### src/rtl/stream_mem_ctrl.sv
// stream_mem_ctrl: single-clock streaming FIFO controller mastering an
// external two-port register-array memory. The write port (aB/cenB/d) is
// fed from an input valid/ready stream. The read port (aA/cenA) feeds an
// output valid/ready stream whose data is the memory's registered output q.
// The memory sits outside this block; both of its clocks are tied to clk.
module stream_mem_ctrl #(
    parameter int DEPTH     = 64,
    parameter int LOGDEPTH  = 6,
    parameter int WORDWIDTH = 16
) (
    input  logic                 clk,
    input  logic                 rst,
    input  logic                 flush,
    input  logic                 in_valid,
    output logic                 in_ready,
    input  logic [WORDWIDTH-1:0] in_data,
    output logic                 out_valid,
    input  logic                 out_ready,
    output logic [WORDWIDTH-1:0] out_data,
    output logic [LOGDEPTH:0]    occupancy,
    output logic [LOGDEPTH-1:0]  mem_aB,
    output logic                 mem_cenB,
    output logic [WORDWIDTH-1:0] mem_d,
    output logic [LOGDEPTH-1:0]  mem_aA,
    output logic                 mem_cenA,
    input  logic [WORDWIDTH-1:0] mem_q
);

    // Count constants sized to the count register.
    localparam logic [LOGDEPTH:0]   CNT_FULL = (LOGDEPTH+1)'(DEPTH);
    localparam logic [LOGDEPTH:0]   CNT_ONE  = (LOGDEPTH+1)'(1);
    localparam logic [LOGDEPTH:0]   CNT_ZERO = (LOGDEPTH+1)'(0);
    // Pointer constants; the last valid address need not be 2^LOGDEPTH-1.
    localparam logic [LOGDEPTH-1:0] PTR_LAST = LOGDEPTH'(DEPTH-1);
    localparam logic [LOGDEPTH-1:0] PTR_ONE  = LOGDEPTH'(1);
    localparam logic [LOGDEPTH-1:0] PTR_ZERO = LOGDEPTH'(0);

    // Advance a memory pointer, wrapping at the last populated word.
    function automatic logic [LOGDEPTH-1:0] ptr_next(input logic [LOGDEPTH-1:0] ptr);
        logic [LOGDEPTH-1:0] nxt;
        if (ptr == PTR_LAST) begin
            nxt = PTR_ZERO;
        end else begin
            nxt = ptr + PTR_ONE;
        end
        return nxt;
    endfunction

    // State registers.
    logic [LOGDEPTH-1:0] wr_ptr_r;
    logic [LOGDEPTH-1:0] rd_ptr_r;
    logic [LOGDEPTH:0]   count_r;
    logic                out_valid_r;

    // Next-state values and per-cycle qualifiers.
    logic [LOGDEPTH-1:0] wr_ptr_nxt_s;
    logic [LOGDEPTH-1:0] rd_ptr_nxt_s;
    logic [LOGDEPTH:0]   count_nxt_s;
    logic                out_valid_nxt_s;
    logic                in_ready_s;
    logic                push_s;
    logic                pop_s;

    // Accept and read-issue qualifiers. in_ready looks only at the
    // registered count so nothing from out_ready reaches it. A read is issued
    // only when the output stage is empty or being drained this cycle, which
    // keeps mem_q stable while a word waits there.
    always_comb begin
        in_ready_s = 1'b0;
        push_s     = 1'b0;
        pop_s      = 1'b0;
        if (rst || flush) begin
            in_ready_s = 1'b0;
            push_s     = 1'b0;
            pop_s      = 1'b0;
        end else begin
            in_ready_s = (count_r != CNT_FULL);
            push_s     = in_valid && (count_r != CNT_FULL);
            pop_s      = (count_r != CNT_ZERO) && (!out_valid_r || out_ready);
        end
    end

    // Pointer next state: each pointer steps on its own port's access.
    always_comb begin
        wr_ptr_nxt_s = wr_ptr_r;
        rd_ptr_nxt_s = rd_ptr_r;
        if (push_s) begin
            wr_ptr_nxt_s = ptr_next(wr_ptr_r);
        end else begin
            wr_ptr_nxt_s = wr_ptr_r;
        end
        if (pop_s) begin
            rd_ptr_nxt_s = ptr_next(rd_ptr_r);
        end else begin
            rd_ptr_nxt_s = rd_ptr_r;
        end
    end

    // Word count next state: simultaneous push and read cancel out.
    always_comb begin
        count_nxt_s = count_r;
        case ({push_s, pop_s})
            2'b10:   count_nxt_s = count_r + CNT_ONE;
            2'b01:   count_nxt_s = count_r - CNT_ONE;
            default: count_nxt_s = count_r;
        endcase
    end

    // Output stage: filled by a read, emptied by a consumer handshake,
    // otherwise held.
    always_comb begin
        out_valid_nxt_s = out_valid_r;
        if (pop_s) begin
            out_valid_nxt_s = 1'b1;
        end else if (out_ready) begin
            out_valid_nxt_s = 1'b0;
        end else begin
            out_valid_nxt_s = out_valid_r;
        end
    end

    // State update: async reset, flush clears everything synchronously.
    always_ff @(posedge clk or posedge rst) begin
        if (rst) begin
            wr_ptr_r    <= PTR_ZERO;
            rd_ptr_r    <= PTR_ZERO;
            count_r     <= CNT_ZERO;
            out_valid_r <= 1'b0;
        end else if (flush) begin
            wr_ptr_r    <= PTR_ZERO;
            rd_ptr_r    <= PTR_ZERO;
            count_r     <= CNT_ZERO;
            out_valid_r <= 1'b0;
        end else begin
            wr_ptr_r    <= wr_ptr_nxt_s;
            rd_ptr_r    <= rd_ptr_nxt_s;
            count_r     <= count_nxt_s;
            out_valid_r <= out_valid_nxt_s;
        end
    end

    // Stream-side outputs. out_data is the memory's own output register.
    assign in_ready  = in_ready_s;
    assign out_valid = out_valid_r;
    assign out_data  = mem_q;
    assign occupancy = count_r + {{LOGDEPTH{1'b0}}, out_valid_r};

    // Memory-side outputs; enables are active-low.
    assign mem_aB   = wr_ptr_r;
    assign mem_cenB = ~push_s;
    assign mem_d    = in_data;
    assign mem_aA   = rd_ptr_r;
    assign mem_cenA = ~pop_s;

endmodule

### config.mk
export PLATFORM = sky130hd
export DESIGN_NAME = stream_mem_ctrl
export DESIGN_NICKNAME = d
export VERILOG_FILES = /design/src/rtl/stream_mem_ctrl.sv
export SDC_FILE = /design/constraint.sdc
export NUM_CORES = 1
export LEC_CHECK = 0
export BUFFER_PORTS_ARGS = -buffer_cell sky130_fd_sc_hd__clkbuf_2
export CAP_MARGIN = 20
export CORE_MARGIN = 8
export CORE_UTILIZATION = 49
export CTS_CLUSTER_SIZE = 24
export DETAILED_ROUTE_END_ITERATION = 7
export GPL_ROUTABILITY_DRIVEN = 0
export GPL_TIMING_DRIVEN = 0
export HOLD_SLACK_MARGIN = 0.02
export PLACE_DENSITY = 0.88
export SYNTH_ARGS = -nofsm -noshare
export SYNTH_HDL_FRONTEND = slang
export SYNTH_SLANG_ARGS = --single-unit
### constraint.sdc
create_clock -name clk -period 8 [get_ports clk]
set_input_delay 0.4 -clock clk [delete_from_list [all_inputs] [get_ports clk]]
set_output_delay 0.4 -clock clk [all_outputs]
set_load 0.01 [all_outputs]
==> out/qor.yml <==
setup_path:
  startpoint_type: "register"
  r2r_cells: 11
  crit_buf_inv: 2
  cp.arrival_ns: 3.63
  cp_max_fo: 10
  path_cells: "buf_6 > or4_4 > o311a_4 > nand2_1 > inv_1 > ha_1 > nand2_1 > or4_1 > a211oi_1 > o21ai_0 > a2bb2oi_1"
  cp_slowest_cell: "or4_4"
  cp-end-kind: "register"
  cp.required_ns: 8.23
  max_stage_delay_ns: 0.57
  crit_family: "simple AND/OR/NAND/NOR gates"
  path_depth: 11
  crit_top_cell: "nand2_1"
  worstSetupPathType: "register to register"
sta:
  min_period_over_period_pct: 42.5
  skew_ns: 0.00138
  holdWs_ns: 0.271
  max_freq_mhz: 294
  tightestPinTransition_ns: 0.852
  finalCriticalPeriod_ns: 3.40
  finalSetupTns_ns: 0
  hold_viol_final: 0
  rsz0062_at_grt: "false"
  finalSetupViolCount: 0
  final_max_slew_viol_count: 0
  max_slew_margin_pct: 42.7
min_path:
  min_path_type: "primary input to async pin"
detailed_routing:
  drtAntennaViolNets: 0
  vias: 1631
  drc_errors: 0
  wirelength_mm: 4.27
  detail_route.vias_per_cell: 5.31
  wire_per_inst_um: 13.9
  dr.first_iter.drc_count: 84
  drt_pass1_iterations: 4
power_and_ir_drop:
  p_leak_uw: 0.00109
  swShare_pct: 44.0
  p_total_uw: 532
  clock_power_share_pct: 15.6
  p_comb_share_pct: 58.2
  p_switching_uw: 234
  power_density_mw_per_mm2: 253
  vdd_drop_max_v: 0.000172
  p_seq_share_pct: 26.2
  power.internal_uw: 298
floorplanning:
  die_h_um: 74.8
  io_pins: 92
  std_cell_rows: 21
  start_util_pct: 50.8
  core_sq_mm: 0.00334
  die_w_um: 74.8
  die_area_sq_mm: 0.00560
finish:
  drive_above_1_share_pct: 41.4
  syn_to_final_growth_pct: 23.9
  final_core_util_pct: 62.9
  antennaDiodeCount: 0
  seq_area_sq_um: 500
  layout.nets: 305
  design_area_sq_mm: 0.00210
  multi_input_area_sq_um: 857
  num-fill-cells: 313
clocking:
  cts.clk_slew.worst_paths_ns: 0.12
  cts_root_buf: "clkbuf_4"
  holdBufCountCts: 0
  clock_path_buffers: 2
  numCtsBuffers: 3
  cts-resized-gates: 0
  post_cts_buffers: 0
  clkLatencyLatePin_ns: 0.29
  cts_tree: "done"
  cts_num_sinks: 20
  htree_num_levels: 1
yosys:
  synth_edf_count: 0
  synth_top_area_cell: "dfrtp_1"
  ys_types: 51
  synth_area_sq_mm: 0.00169
  syn_nets: 241
  synthTopCellsByArea: "dfrtp_1 30%, buf_4 14%, ha_1 4.4%"
  synth_seq_cells: 20
  yosys-top-cells-count: "32 x buf_4, 20 x dfrtp_1, 19 x nand2_1"
  synth-main-ff-cell: "dfrtp_1"
  synth_area_per_cell_sq_um: 8.56
  yosys_warnings: 0
  synthCells: 198
  yosysTopAreaCellShare_pct: 29.5
  yosysMostFrequentCell: "buf_4"
  ys_seq_area_share_pct: 29.5
  async_flop_share_pct: 100
global_route:
  grt_usage_pct: 15.2
  grt_max_degree: 21
  antenna_found_initial: 0
  overflow: 0
  grt_pass1_vias: 1581
  grt_pass1_wl_mm: 6.96
placement:
  dpl_cell_area_sq_mm: 0.00205
  dp_hpwl_mm: 3.53
  portBuffers: 59
flow_run:
  drv_cap: 0
status:
  status: "finished clean"
## state kept, by name (all words and copies together) (netlist names)
| name | cells |
|---|---|
| count_r | 7 |
| mem_aB | 6 |
| out_valid | 1 |
| mem_aA | 6 |
## layer usage
metal	GRT usage, %	share of wire, %	routed length [um]
met5	0	0	0
met4	3.91	0.94	40
met3	2.93	8.4	358
met2	28.2	51	2180
met1	17.2	40	1690
## cell usage in the layout, fill, tap and decap left out, types with 2 or more instances in the layout
master    instances
clkbuf_2         59
ha_1              6
buf_4            32
xor2_1            4
o31ai_1           2
o21ai_0           7
nor3_1            5
a2111o_1          2
clkbuf_4          3
or2_2             2
or4_1             2
xnor2_1           6
clkbuf_1          3
nor4_1            2
nand2_1          19
a21oi_1           9
nor4b_1           2
and3_1            8
inv_1             8
o211ai_1          2
a31oi_1           5
a21o_1            2
nand3_1          10
or3_1             2
buf_2             3
dfrtp_1          20
nor2_1            9
## power groups by stage
| stage | clock [uW] | sequential, uW | combinational (uW) |
|---|---|---|---|
| after floorplan | 0 | 140 | 231 |
| after global placement | 0 | 140 | 302 |
| after detailed placement | 0 | 141 | 309 |
| after CTS | 84.0 | 139 | 309 |
| after global routing | 89.4 | 143 | 346 |
| final | 82.9 | 139 | 310 |
## metrics by stage
step / setup slack (ns) / cells
after floorplan: 4.94 / 198
after global placement: 4.75 / 303
after detailed placement: 4.68 / 303
after CTS: 4.64 / 307
after global routing: 4.42 / 307
final: 4.60 / 307
## kinds of logic (layout without fill, tap and decap cells)
logic type / after synthesis / in the layout / share of synthesized area [%]
AO/OA/AOI/OAI: 44 / 44 / 19.6
XOR/XNOR: 10 / 10 / 5.17
adder cells (fa/ha/maj): 6 / 6 / 4.43
buffers and inverters: 49 / 112 / 19.9
AND/OR/NAND/NOR: 68 / 68 / 20.8
flip-flops: 20 / 20 / 29.5
multiplexers: 1 / 1 / 0.591
## cell type report
cell class / count / share of cell area [%]
flip-flops and latches: 20 / 23.8
repair buffers: 59 / 14.1
well taps: 46 / 2.74
inverters: 9 / 1.85
clock buffers: 3 / 1.07
plain buffers: 40 / 14.2
multi-input cells: 129 / 40.8
clock inverters: 1 / 1.43
## worst paths after layout
kind                                  from    endpoint  slack, ns
worst max-delay path            count_r[1]  count_r[6]       4.60
worst min register to register   mem_aA[5]   mem_aA[5]       0.52
worst max register to register  count_r[1]  count_r[6]       4.60
worst min-delay path                   rst   mem_aA[1]       0.27
max in group asynchronous              rst  count_r[5]       7.26
min in group clk                       rst   mem_aA[4]       0.50
Power figures use the tool's default switching activity.
